$ cat config.mk
export PLATFORM = sky130hd
export DESIGN_NAME = rf_wb_queue
export DESIGN_NICKNAME = d
export VERILOG_FILES = /design/src/rtl/rf_wb_queue.sv
export SDC_FILE = /design/constraint.sdc
export NUM_CORES = 1
export LEC_CHECK = 0
export CAP_MARGIN = 20
export CORE_MARGIN = 2
export CORE_UTILIZATION = 30
export DETAILED_ROUTE_END_ITERATION = 6
export PLACE_DENSITY_LB_ADDON = 0.08
export SLEW_MARGIN = 5
export SYNTH_ARGS = -nofsm -noshare
export SYNTH_HDL_FRONTEND = slang
export SYNTH_SLANG_ARGS = --single-unit
$ cat constraint.sdc
create_clock -name clk -period 8.1 [get_ports clk]
set_input_delay 1.62 -clock clk [delete_from_list [all_inputs] [get_ports clk]]
set_output_delay 1.62 -clock clk [all_outputs]
set_load 0.01 [all_outputs]
$ cat src/rtl/rf_wb_queue.sv
// In-order write-back queue feeding the register file's single write port.
// Define WB_BYPASS_EN to build the forwarding search over queued entries.
module rf_wb_queue #(
    parameter int DEPTH = 4,
    parameter int DW    = 16,
    parameter int AW    = 3
) (
    input  logic                       clk,
    input  logic                       rst,
    input  logic                       in_valid,
    output logic                       in_ready,
    input  logic [AW-1:0]              in_regsel,
    input  logic [DW-1:0]              in_data,
    input  logic                       hold,
    output logic                       write,
    output logic [AW-1:0]              writeregsel,
    output logic [DW-1:0]              writedata,
    output logic [$clog2(DEPTH):0]     count,
    input  logic [AW-1:0]              fwd_sel,
    output logic                       fwd_hit,
    output logic [DW-1:0]              fwd_data
);
    localparam int PW = $clog2(DEPTH);
    localparam int CW = PW + 1;

    logic [DEPTH-1:0][AW-1:0] sel_q;
    logic [DEPTH-1:0][DW-1:0] dat_q;
    logic [PW-1:0]            rd_q, rd_d;
    logic [PW-1:0]            wr_q, wr_d;
    logic [CW-1:0]            cnt_q, cnt_d;
    logic                     push, pop;

    // A full queue refuses input even when it drains this cycle.
    assign in_ready    = (cnt_q != CW'(DEPTH));
    assign write       = (cnt_q != '0) & ~hold;
    assign writeregsel = sel_q[rd_q];
    assign writedata   = dat_q[rd_q];
    assign count       = cnt_q;

    assign push = in_valid & in_ready;
    assign pop  = write;

    always_comb begin
        rd_d  = pop  ? rd_q + 1'b1 : rd_q;
        wr_d  = push ? wr_q + 1'b1 : wr_q;
        cnt_d = cnt_q;
        if (push && !pop)
            cnt_d = cnt_q + 1'b1;
        else if (!push && pop)
            cnt_d = cnt_q - 1'b1;
    end

    always_ff @(posedge clk or posedge rst) begin
        if (rst) begin
            sel_q <= '0;
            dat_q <= '0;
            rd_q  <= '0;
            wr_q  <= '0;
            cnt_q <= '0;
        end else begin
            if (push) begin
                sel_q[wr_q] <= in_regsel;
                dat_q[wr_q] <= in_data;
            end
            rd_q  <= rd_d;
            wr_q  <= wr_d;
            cnt_q <= cnt_d;
        end
    end

`ifdef WB_BYPASS_EN
    logic          fwd_hit_c;
    logic [DW-1:0] fwd_data_c;

    // Scan oldest to youngest so the youngest match overwrites earlier ones;
    // the head stays visible during its drain cycle since cnt_q has not yet dropped.
    always_comb begin
        fwd_hit_c  = 1'b0;
        fwd_data_c = '0;
        for (int i = 0; i < DEPTH; i++) begin
            if ((CW'(i) < cnt_q) && (sel_q[rd_q + PW'(i)] == fwd_sel)) begin
                fwd_hit_c  = 1'b1;
                fwd_data_c = dat_q[rd_q + PW'(i)];
            end
        end
    end

    assign fwd_hit  = fwd_hit_c;
    assign fwd_data = fwd_data_c;
`else
    // Without forwarding the read stage waits for count == 0 instead.
    logic unused_fwd_sel;
    assign unused_fwd_sel = ^fwd_sel;
    assign fwd_hit        = 1'b0;
    assign fwd_data       = '0;
`endif

endmodule

[Word level (Yosys, flattened, before mapping)]
Index checks and enable logic that the tools add are counted.
Storage, ports and cells
  output and inout bits: 41
  RAM bits: 0
  bits in read-only memories: 0
  register bits: 83
  logic and storage cells: 41
  memories kept: 0
  bits in latches: 0
Cells by class
  eq/ne operators: 1
  $mul: 0
  $lt $le $gt $ge: 3
  muxes and demuxes: 12
  bitwise operators: 3
  shift operators: 0
  reduce and logical (&&, ||, !) cells: 7
  divide/modulo/power cells: 0
  $add $sub $neg: 4
Operators by type and width (count)
  $bwmux W64: 1
  $bmux W16 S2: 1
  $demux W16 S2: 1
  $mux W16: 2
  $bwmux W12: 1
  $mux W3: 4
  $bmux W3 S2: 1
  $demux W3 S2: 1
  $lt A2 B3 Y1 const B: 2
  $add A2 B1 Y2 const B: 2
  $add A3 B1 Y3 const B: 1
  $logic_and A1 B1 Y1: 3
  $ne A3 B3 Y1 const B: 1
  $reduce_bool A3 Y1: 1
  $sub A3 B1 Y3 const B: 1
  $and A1 B1 Y1: 2
  $ge A2 B1 Y1 const B: 1
  $logic_not A1 Y1: 2
  $reduce_bool A2 Y1: 1
  $not A1 Y1: 1

[Depth between registers and ports, before layout]
Gate-level depths: netlist of run 1.
  depth after elaboration: 6
  gate-level depth with buffers: 9
  depth with buffers taken out: 9

[Worst setup path after synthesis of run 1]
No wires, ideal clock.
  path type: input to output
  start point: in hold
  end point: out write
  path buffers: 0
  arrival: 1876 ps
  slack: 4604 ps
  stages: 1
  cell sequence: nor2_1
On the way
  word-level cells in the longest chain between the ends: 2
Ends and longest elaborated chain
  start: declaration: RTL line 14  | input logic hold,
  $not A1 Y1: RTL line 35  | assign write = (cnt_q != '0) & ~hold;
  $and A1 B1 Y1: RTL line 35
  end: declaration: RTL line 15  | output logic write,
No other way between the ends.

[Final worst setup path of run 1]
Ends and elaborated chain as after synthesis.

==> reports/qor.json, run 1 <==
{
  "sta": {
    "clock-skew-final_ns": 0.00337,
    "setup_slack_ns": 3.64,
    "final_period_demand_of_the_worst_path_ns": 4.46,
    "achievable-frequency_mhz": 224,
    "rsz0062_at_grt": "false",
    "hold_violations": 0,
    "finalCritPeriodShare": 0.550,
    "setup_tns_final_ns": 0,
    "count_of_final_setup_violators": 0,
    "max_slew.worst_pin.slew_ns": 0.843,
    "final_slew_viol_count": 0,
    "relSlewSlack": 0.438
  },
  "clocking": {
    "max-clock-path-buffers": 2,
    "cts_setup_buffers": 0,
    "clk_pin_slew_worst_paths_ns": 0.06,
    "cts-buffers-inserted": 9,
    "cts.root.buffer_cell": "sky130_fd_sc_hd__clkbuf_16",
    "h-tree-depth": 3,
    "clock_tree_from_tritoncts": "yes",
    "cts_hold_buffers": 0,
    "tritoncts_num_sinks": 83,
    "cts_resized": 0,
    "clk_latency_worst_skew_pair_ns": 0.34
  },
  "detailed_routing": {
    "drt_drc_violations_left": 0,
    "avgViaCountPerCell": 4.27,
    "firstDrtPassIters": 4,
    "post_drt_wl_per_cell_um": 17.0,
    "routed_wl_um": 7990,
    "detailroute.via_count": 2009,
    "antenna_left": 0,
    "drt_iter0_drcs": 74
  },
  "final_layout": {
    "leading_cell_type_in_the_layout_fill_and_taps_excluded": "sky130_fd_sc_hd__dfrtp_1",
    "layout_common_cells": "sky130_fd_sc_hd__dfrtp_1 (83), sky130_fd_sc_hd__clkdlybuf4s50_1 (46), sky130_fd_sc_hd__mux2_4 (40)",
    "syn_to_final_growth_pct": 21.9,
    "non_filler_cell_area_final_um2": 4910,
    "finalNetCount": 321,
    "antenna_cells": 0,
    "filler_cell_count": 1296,
    "final_layout_size_suffix_gt1_frac": 0.405
  },
  "power_and_ir_drop": {
    "power.density_nw_per_um2": 452,
    "p_leak_nw": 2.10,
    "vdd.ir_drop.worst_mv": 0.163
  },
  "setup_path": {
    "worstPathCellList": "clkdlybuf4s50_1, nor2_1, clkdlybuf4s50_1",
    "cp_data_required_time_ns": 6.48,
    "timing.reg2reg.setup_slack_ns": 5.88,
    "crit_path_end_kind": "primary output",
    "timing.critical_path.mode_cell": "sky130_fd_sc_hd__clkdlybuf4s50_1",
    "worstPathBufferInverterCount": 2,
    "critical_path.top_delay_family": "buffers and inverters",
    "critPathArrivalTime_ns": 2.84,
    "cell_type_of_the_slowest_stage_on_the_worst_timing_path": "sky130_fd_sc_hd__clkdlybuf4s50_1",
    "crit_path_max_incr_delay_ns": 0.58,
    "cp-start-kind": "primary input",
    "worstSetupPathType": "in -> out",
    "worstPathMaxFanout": 3
  },
  "logic_synthesis": {
    "post_synthesis_area_per_instance_um2": 16.8,
    "synth_sequential_area_ratio": 0.516,
    "yosysWarningCount": 0,
    "yosys_register_bits": 83,
    "synthCells": 239,
    "synthesis.area_um2": 4030,
    "synth.lib_cells_used.distinct": 23
  },
  "global_routing": {
    "grt.met1_usage": 0.169,
    "grt_antenna_before_repair": 0,
    "groute.usage.overall": 0.121,
    "global_route.usage.met2": 0.172,
    "grt_util_met3": 0.0485,
    "grt.busiest_layer": "met2",
    "vias_in_the_first_global_route": 2233,
    "grt_start_max_net_pins": 66,
    "overflow": 0,
    "grt_first_pass_wirelength_um": 12800
  },
  "placed_design": {
    "place.detailed.hpwl_um": 4820,
    "io_buffer_count": 46,
    "routabilityCongestion": 0.650,
    "post-place-ws_ns": 3.62,
    "detailed_place.area_um2": 4560
  },
  "outcome": {
    "status": "finished, final reports clean"
  },
  "floorplan": {
    "dieArea_um2": 14400,
    "fp.dieW_um": 120,
    "fp.coreArea_um2": 13200,
    "fp-row-count": 42,
    "design.portCount": 67,
    "initial_core_utilization": 0.305,
    "die_height_um": 120
  },
  "hold_path": {
    "holdCritPathClass": "reg -> reg"
  },
  "run": {
    "maxCapViolations": 0
  }
}
==> sequential cells by signal, summed over array words and instances (netlist names) <==
name   count
dat_q     64
sel_q     12
count      3
rd_q       2
wr_q       2
==> synthesized netlist by cell type <==
cell / number / area, µm²
sky130_fd_sc_hd__and2_1: 1 / 6.26
sky130_fd_sc_hd__and3_1: 4 / 25.0
sky130_fd_sc_hd__buf_12: 4 / 80.1
sky130_fd_sc_hd__buf_2: 3 / 15.0
sky130_fd_sc_hd__buf_4: 17 / 128
sky130_fd_sc_hd__buf_6: 4 / 45.0
sky130_fd_sc_hd__clkbuf_1: 2 / 7.51
sky130_fd_sc_hd__conb_1: 1 / 3.75
sky130_fd_sc_hd__dfrtp_1: 83 / 2080
sky130_fd_sc_hd__fa_1: 1 / 20.0
sky130_fd_sc_hd__ha_1: 5 / 62.6
sky130_fd_sc_hd__inv_1: 5 / 18.8
sky130_fd_sc_hd__mux2_2: 37 / 417
sky130_fd_sc_hd__mux2_4: 40 / 601
sky130_fd_sc_hd__mux4_2: 19 / 428
sky130_fd_sc_hd__nand3_1: 1 / 5.00
sky130_fd_sc_hd__nor2_1: 2 / 7.51
sky130_fd_sc_hd__nor3_1: 1 / 5.00
sky130_fd_sc_hd__nor3b_1: 1 / 7.51
sky130_fd_sc_hd__o21ai_0: 1 / 5.00
sky130_fd_sc_hd__or3b_1: 1 / 8.76
sky130_fd_sc_hd__xnor2_1: 2 / 17.5
sky130_fd_sc_hd__xor2_1: 4 / 35.0
==> worst reg2reg max path, cell delays in order (launching register included) <==
cell and delay (ns):
sky130_fd_sc_hd__dfrtp_1 0.42, sky130_fd_sc_hd__or3b_1 0.50, sky130_fd_sc_hd__and2_1 0.24, sky130_fd_sc_hd__ha_1 0.21, sky130_fd_sc_hd__inv_1 0.07, sky130_fd_sc_hd__fa_1 0.40, sky130_fd_sc_hd__mux2_2 0.26
==> where the power goes <==
| group | total [mW] | internal, mW | switching (mW) |
|---|---|---|---|
| clock | 0.472 | 0.309 | 0.163 |
| combinational | 0.991 | 0.647 | 0.344 |
| sequential | 0.755 | 0.631 | 0.124 |
| total | 2.22 | 1.59 | 0.631 |
==> metrics by stage <==
stage | cells | power [mW] | utilization | hold WS [ns]
after floorplan | 255 | 1.43 | - | 0.475
after detailed placement | 454 | 1.77 | 0.346 | 0.480
after CTS | 470 | 2.26 | 0.372 | 0.492
final | 470 | 2.22 | 0.372 | 0.491
after global placement | 453 | 1.75 | 0.344 | 0.477
after global routing | 470 | 2.36 | 0.372 | 0.515
==> cells by family (layout without fill, tap and decap cells) <==
logic type	Yosys count	count (layout)	synth area share
fa+ha+maj	6	6	0.0205
simple gates	11	11	0.0162
compound gates	1	1	0.00124
flops	83	83	0.516
mux	96	96	0.359
buf+inv	35	74	0.0730
other cells	1	17	0.000932
xor+xnor	6	6	0.0131
==> layer usage <==
layer / share of wire / routed length (µm)
met1: 0.50 / 3980
met2: 0.44 / 3530
met3: 0.048 / 383
met4: 0.013 / 100
met5: 0 / 0
==> final timing paths <==
| path | from | to | depth (start not counted) |
|---|---|---|---|
| setup / recovery | hold | write | 3 |
| hold / removal | rd_q[0] | rd_q[0] | 1 |
| setup reg to reg | count[1] | count[1] | 6 |
| hold reg to reg | rd_q[0] | rd_q[0] | 1 |
| max in group asynchronous | rst | dat_q[51] | 3 |
| min in group asynchronous | rst | dat_q[32] | 2 |
==> cell type report <==
type | instances | area [µm²] | area share
clock buffer | 11 | 243 | 0.0495
tap | 176 | 220 | 0.0449
clock inverter | 5 | 100 | 0.0204
sequential | 83 | 2080 | 0.423
timing repair buffer | 53 | 533 | 0.109
multi-input combinational | 137 | 1710 | 0.349
inverter | 5 | 20.0 | 0.00408
Note: power is estimated with default switching activity, not from simulation.
==> run 2, diff against run 1 <==
==> constraint.sdc (replaced) <==
create_clock -name clk -period 4.3 [get_ports clk]
set_input_delay 0.86 -clock clk [delete_from_list [all_inputs] [get_ports clk]]
set_output_delay 0.86 -clock clk [all_outputs]
set_load 0.01 [all_outputs]
==> reports/qor.json, run 2 (same netlist as run 1, synthesis figures left out) <==
{
  "sta": {
    "hold_violations": {"value": 0, "change": "unchanged"},
    "final_period_demand_of_the_worst_path_ns": 3.09,
    "count_of_final_setup_violators": {"value": 0, "change": "unchanged"},
    "setup_tns_final": {"value": 0, "unit": "ns", "change": "unchanged"},
    "setup_slack": {"value": 1.21, "unit": "ns", "change": "-2.43 ns"},
    "achievable-frequency_mhz": 324,
    "clock-skew-final": {"value": 0.00700, "unit": "ns", "change": "+0.00363 ns"},
    "finalCritPeriodShare": 0.718,
    "rsz0062_at_grt": "false",
    "final_slew_viol_count": {"value": 0, "change": "unchanged"},
    "relSlewSlack": {"value": 0.390, "change": "-0.0477"},
    "max_slew.worst_pin.slew": {"value": 0.915, "unit": "ns", "change": "+0.0716 ns"}
  },
  "hold_path": {
    "holdCritPathClass": "reg -> reg",
    "worstHoldPathCells": {"value": 1, "change": "unchanged"}
  },
  "setup_path": {
    "critical_path.top_delay_family": "buffers and inverters",
    "cp-start-kind": "flop",
    "worstPathCellList": "buf_4, mux4_2, clkdlybuf4s50_1",
    "cp_num_cells": {"value": 3, "change": "unchanged"},
    "cell_type_of_the_slowest_stage_on_the_worst_timing_path": "sky130_fd_sc_hd__mux4_2",
    "worstPathBufferInverterCount": {"value": 2, "change": "unchanged"},
    "cp_data_required_time": {"value": 3.44, "unit": "ns", "change": "-3.04 ns"},
    "worstPathMaxFanout": {"value": 19, "change": "+16"},
    "critPathArrivalTime": {"value": 2.23, "unit": "ns", "change": "-0.61 ns"},
    "rr_worst_depth": {"value": 6, "change": "unchanged"},
    "crit_path_end_kind": "primary output",
    "worstSetupPathType": "reg -> out",
    "crit_path_max_incr_delay": {"value": 0.60, "unit": "ns", "change": "+0.02 ns"}
  },
  "final_layout": {
    "finalNetCount": {"value": 322, "change": "+0.31%"},
    "top_register": "dat_q",
    "final_layout_size_suffix_gt1_frac": {"value": 0.403, "change": "-0.00137"},
    "layout_common_cells": "sky130_fd_sc_hd__dfrtp_1 (83), sky130_fd_sc_hd__clkdlybuf4s50_1 (46), sky130_fd_sc_hd__mux2_4 (40)",
    "syn_to_final_growth_pct": 20.4,
    "filler_cell_count": {"value": 1255, "change": "-3.2%"},
    "largest_reg_flops": {"value": 64, "change": "unchanged"},
    "antenna_cells": {"value": 0, "change": "unchanged"},
    "leading_cell_type_in_the_layout_fill_and_taps_excluded": "sky130_fd_sc_hd__dfrtp_1"
  },
  "detailed_routing": {
    "drt_iter0_drcs": {"value": 90, "change": "+22%"},
    "post_drt_wl_per_cell": {"value": 16.7, "unit": "µm", "change": "-1.7%"},
    "drt_drc_violations_left": {"value": 0, "change": "unchanged"},
    "routed_wl": {"value": 7870, "unit": "µm", "change": "-1.5%"},
    "avgViaCountPerCell": {"value": 4.28, "change": "+0.14%"},
    "antenna_left": {"value": 0, "change": "unchanged"},
    "detailroute.via_count": {"value": 2016, "change": "+0.35%"},
    "firstDrtPassIters": {"value": 4, "change": "unchanged"}
  },
  "power_and_ir_drop": {
    "vdd.ir_drop.worst": {"value": 0.291, "unit": "mV", "change": "+78%"},
    "p_leak": {"value": 2.07, "unit": "nW", "change": "-1.3%"},
    "total_power": {"value": 4.01, "unit": "mW", "change": "+81%"},
    "power.density": {"value": 828, "unit": "nW/µm²", "change": "+83%"}
  },
  "placed_design": {
    "io_buffer_count": {"value": 46, "change": "unchanged"},
    "routabilityCongestion": {"value": 0.656, "change": "+0.97%"},
    "post-place-ws": {"value": 1.33, "unit": "ns", "change": "-2.29 ns"},
    "place.detailed.hpwl": {"value": 4900, "unit": "µm", "change": "+1.7%"}
  },
  "global_routing": {
    "groute.usage.overall": {"value": 0.123, "change": "+0.00167"},
    "grt_antenna_before_repair": {"value": 0, "change": "unchanged"},
    "grt_first_pass_wirelength": {"value": 12900, "unit": "µm", "change": "+0.43%"},
    "grt_start_max_net_pins": {"value": 51, "change": "-23%"},
    "overflow": {"value": 0, "change": "unchanged"},
    "vias_in_the_first_global_route": {"value": 2250, "change": "+0.76%"}
  },
  "floorplan": {
    "fp.dieW": {"value": 120, "unit": "µm", "change": "unchanged"},
    "fp.coreArea": {"value": 13200, "unit": "µm²", "change": "unchanged"},
    "fp-row-count": {"value": 42, "change": "unchanged"},
    "die_height": {"value": 120, "unit": "µm", "change": "unchanged"},
    "dieArea": {"value": 14400, "unit": "µm²", "change": "unchanged"},
    "initial_core_utilization": {"value": 0.305, "change": "unchanged"},
    "design.portCount": {"value": 67, "change": "unchanged"}
  },
  "clocking": {
    "cts_hold_buffers": {"value": 0, "change": "unchanged"},
    "tritoncts_num_sinks": {"value": 83, "change": "unchanged"},
    "cts_resized": {"value": 0, "change": "unchanged"},
    "cts_setup_buffers": {"value": 0, "change": "unchanged"},
    "clk_pin_slew_worst_paths": {"value": 0.06, "unit": "ns", "change": "about the same"},
    "clk_latency_worst_skew_pair": {"value": 0.34, "unit": "ns", "change": "about the same"},
    "h-tree-depth": {"value": 3, "change": "unchanged"},
    "max-clock-path-buffers": {"value": 2, "change": "unchanged"},
    "cts.root.buffer_cell": "sky130_fd_sc_hd__clkbuf_16",
    "cts-buffers-inserted": {"value": 9, "change": "unchanged"},
    "clock_tree_from_tritoncts": "yes"
  },
  "run": {
    "maxCapViolations": {"value": 0, "change": "unchanged"}
  },
  "outcome": {
    "status": "finished, final reports clean"
  }
}
-- run 2: cell type report --
cell class / instances / area [µm²] / area share
inverter: 5 / 20.0 / 0.00413
timing repair buffer: 54 / 520 / 0.107
multi-input combinational: 137 / 1710 / 0.354
tap: 176 / 220 / 0.0455
clock buffer: 15 / 288 / 0.0594
sequential: 83 / 2080 / 0.429
clock inverter: 1 / 5.00 / 0.00103
-- run 2: routing by layer --
layer,vias up,track usage,share of wire
li1,926,-,-
met1,1038,0.162,0.47
met2,42,0.185,0.47
met3,10,0.0418,0.044
met4,0,0.0485,0.016
met5,-,0,0
-- run 2: stage by stage --
stage                     instances  cell area [µm²]   util  hold WS [ns]
after floorplan                 255             4090      -         0.475
final                           471             4840  0.367         0.464
after global placement          455             4550  0.345         0.459
after global routing            471             4840  0.367         0.480
after CTS                       471             4840  0.367         0.472
after detailed placement        455             4550  0.345         0.461
-- run 2: worst paths after layout --
kind / to / slack, ns / from
setup reg to reg: count[1] / 2.07 / count[1]
hold reg to reg: rd_q[1] / 0.46 / rd_q[1]
min in group asynchronous: rd_q[0] / 0.99 / rst
max in group asynchronous: dat_q[10] / 2.50 / rst
hold / removal: rd_q[1] / 0.46 / rd_q[1]
setup / recovery: writeregsel[0] / 1.21 / rd_q[0]
-- run 2: power by group --
group	internal, mW	switching (mW)
logic	1.20	0.660
registers	1.19	0.213
clock network	0.454	0.297
total	2.84	1.17
==> run 3, diff against run 2 <==
==> constraint.sdc (replaced) <==
create_clock -name clk -period 2.52 [get_ports clk]
set_input_delay 0.504 -clock clk [delete_from_list [all_inputs] [get_ports clk]]
set_output_delay 0.504 -clock clk [all_outputs]
set_load 0.01 [all_outputs]
==> reports/qor.json, run 3 (same netlist as run 1, synthesis figures left out) <==
{
  "outcome": {
    "status": "finished, final reports clean"
  },
  "floorplan": {
    "fp.dieW": {"value": 120, "unit": "µm", "change": "unchanged"},
    "fp-row-count": {"value": 42, "change": "unchanged"},
    "fp.coreArea": {"value": 13200, "unit": "µm²", "change": "unchanged"},
    "initial_core_utilization": {"value": 0.305, "change": "unchanged"},
    "design.portCount": {"value": 67, "change": "unchanged"},
    "die_height": {"value": 120, "unit": "µm", "change": "unchanged"},
    "dieArea": {"value": 14400, "unit": "µm²", "change": "unchanged"}
  },
  "final_layout": {
    "layout_common_cells": "sky130_fd_sc_hd__dfrtp_1 (82), sky130_fd_sc_hd__mux2_4 (40), sky130_fd_sc_hd__mux2_2 (37)",
    "area_of_the_multi_input_gates": {"value": 1710, "unit": "µm²", "change": "unchanged"},
    "top_register": "dat_q",
    "filler_cell_count": {"value": 1273, "change": "+1.4%"},
    "largest_reg_flops": {"value": 64, "change": "unchanged"},
    "finalNetCount": {"value": 329, "change": "+2.2%"},
    "antenna_cells": {"value": 0, "change": "unchanged"},
    "syn_to_final_growth_pct": 23.5,
    "leading_cell_type_in_the_layout_fill_and_taps_excluded": "sky130_fd_sc_hd__dfrtp_1",
    "regArea": {"value": 2080, "unit": "µm²", "change": "about the same"},
    "final_layout_size_suffix_gt1_frac": {"value": 0.427, "change": "+0.0238"}
  },
  "sta": {
    "hold_violations": {"value": 0, "change": "unchanged"},
    "count_of_final_setup_violators": {"value": 0, "change": "unchanged"},
    "final_slew_viol_count": {"value": 0, "change": "unchanged"},
    "rsz0062_at_grt": "false",
    "clock-skew-final": {"value": 0.00475, "unit": "ns", "change": "-0.00226 ns"},
    "achievable-frequency_mhz": 425,
    "finalCritPeriodShare": 0.935,
    "final_period_demand_of_the_worst_path_ns": 2.36,
    "setup_tns_final": {"value": 0, "unit": "ns", "change": "unchanged"}
  },
  "placed_design": {
    "place.detailed.hpwl": {"value": 4900, "unit": "µm", "change": "about the same"},
    "routabilityCongestion": {"value": 0.664, "change": "+1.3%"},
    "io_buffer_count": {"value": 46, "change": "unchanged"}
  },
  "clocking": {
    "h-tree-depth": {"value": 3, "change": "unchanged"},
    "clock_tree_from_tritoncts": "yes",
    "cts_hold_buffers": {"value": 0, "change": "unchanged"},
    "clk_latency_worst_skew_pair": {"value": 0.34, "unit": "ns", "change": "about the same"},
    "cts-buffers-inserted": {"value": 9, "change": "unchanged"},
    "tritoncts_num_sinks": {"value": 83, "change": "unchanged"},
    "clk_pin_slew_worst_paths": {"value": 0.06, "unit": "ns", "change": "about the same"},
    "max-clock-path-buffers": {"value": 2, "change": "unchanged"},
    "cts.root.buffer_cell": "sky130_fd_sc_hd__clkbuf_16"
  },
  "power_and_ir_drop": {
    "power.density": {"value": 1390, "unit": "nW/µm²", "change": "+68%"},
    "total_power": {"value": 6.93, "unit": "mW", "change": "+73%"},
    "vdd.ir_drop.worst": {"value": 0.432, "unit": "mV", "change": "+48%"},
    "p_leak": {"value": 2.17, "unit": "nW", "change": "+4.5%"}
  },
  "global_routing": {
    "groute.usage.overall": {"value": 0.122, "change": "-0.000307"},
    "vias_in_the_first_global_route": {"value": 2207, "change": "-1.9%"},
    "grt_antenna_before_repair": {"value": 0, "change": "unchanged"},
    "overflow": {"value": 0, "change": "unchanged"},
    "grt_start_max_net_pins": {"value": 84, "change": "+65%"},
    "grt_first_pass_wirelength": {"value": 12900, "unit": "µm", "change": "+0.37%"}
  },
  "setup_path": {
    "cp-start-kind": "flop",
    "worstPathMaxFanout": {"value": 10, "change": "-9"},
    "critPathArrivalTime": {"value": 1.85, "unit": "ns", "change": "-0.38 ns"},
    "worstSetupPathType": "reg -> out",
    "cp_data_required_time": {"value": 2.02, "unit": "ns", "change": "-1.42 ns"},
    "crit_path_end_kind": "primary output"
  },
  "detailed_routing": {
    "drt_drc_violations_left": {"value": 0, "change": "unchanged"},
    "post_drt_wl_per_cell": {"value": 16.7, "unit": "µm", "change": "+0.18%"},
    "antenna_left": {"value": 0, "change": "unchanged"},
    "routed_wl": {"value": 8000, "unit": "µm", "change": "+1.7%"},
    "detailroute.via_count": {"value": 2054, "change": "+1.9%"},
    "drt_iter0_drcs": {"value": 85, "change": "-5.6%"},
    "firstDrtPassIters": {"value": 4, "change": "unchanged"},
    "avgViaCountPerCell": {"value": 4.30, "change": "+0.39%"}
  },
  "run": {
    "maxCapViolations": {"value": 0, "change": "unchanged"}
  },
  "hold_path": {
    "holdCritPathClass": "reg -> reg"
  }
}
## run 3: cell count changes in the layout (fill, tap and decap cells not counted), sizes merged
cell and delta:
clkinvlp +2, clkbuf -6, dlygate4sd2 +19, bufinv +2, clkinv +2, clkdlybuf4s50 -19
buf +7
## run 3: report_power, final
| part | switching, mW | leakage [nW] | total (mW) | internal, mW |
|---|---|---|---|---|
| combinational | 1.13 | 1.03 | 3.09 | 1.96 |
| clock | 0.559 | 0.156 | 1.43 | 0.874 |
| sequential | 0.376 | 0.983 | 2.40 | 2.03 |
| total | 2.07 | 2.17 | 6.93 | 4.86 |
## run 3: final cells by class
type,count,area share
timing repair buffer,61,0.122
clock inverter,7,0.0206
sequential,83,0.418
inverter,5,0.00453
tap,176,0.0443
clock buffer,9,0.0453
multi-input combinational,137,0.345
## run 3: final timing paths
kind	start	cells after the start	to	slack, ns
min	dat_q[59]	1	dat_q[59]	0.50
min in group asynchronous	rst	3	rd_q[1]	0.63
min reg2reg	dat_q[59]	1	dat_q[59]	0.50
max	rd_q[0]	3	writedata[10]	0.16
max in group asynchronous	rst	3	dat_q[5]	1.53
max reg2reg	count[1]	6	count[1]	0.27
## run 3: metrics by stage
| stage | utilization | std cells | setup WS [ns] | cell area [µm²] | hold slack, ns |
|---|---|---|---|---|---|
| after detailed placement | 0.351 | 460 | 0.187 | 4630 | 0.491 |
| after floorplan | - | 255 | 0.340 | 4090 | 0.475 |
| after global placement | 0.351 | 460 | 0.173 | 4630 | 0.484 |
| final | 0.377 | 478 | 0.165 | 4970 | 0.503 |
| after global routing | 0.377 | 478 | 0.0924 | 4970 | 0.516 |
| after CTS | 0.377 | 478 | 0.113 | 4970 | 0.507 |
## run 3: timing repair
item | 4_1_cts | 5_1_grt
resized for setup | 21 | 0
buffers inserted | 1 | 0
endpoints found under the setup margin | 19 | 0
## run 3: per-layer routing
layer	global-route usage	up-vias	wire [µm]
met5	0	-	0
met4	0.0419	0	117
met3	0.0418	7	352
met2	0.180	41	3730
met1	0.168	1065	3800
li1	-	941	-
## run 3: worst max-delay path: stages (launching register included)
cell and delay [ns]:
sky130_fd_sc_hd__dfrtp_2 0.47, sky130_fd_sc_hd__buf_12 0.19, sky130_fd_sc_hd__mux4_2 0.53, sky130_fd_sc_hd__dlygate4sd2_1 0.30
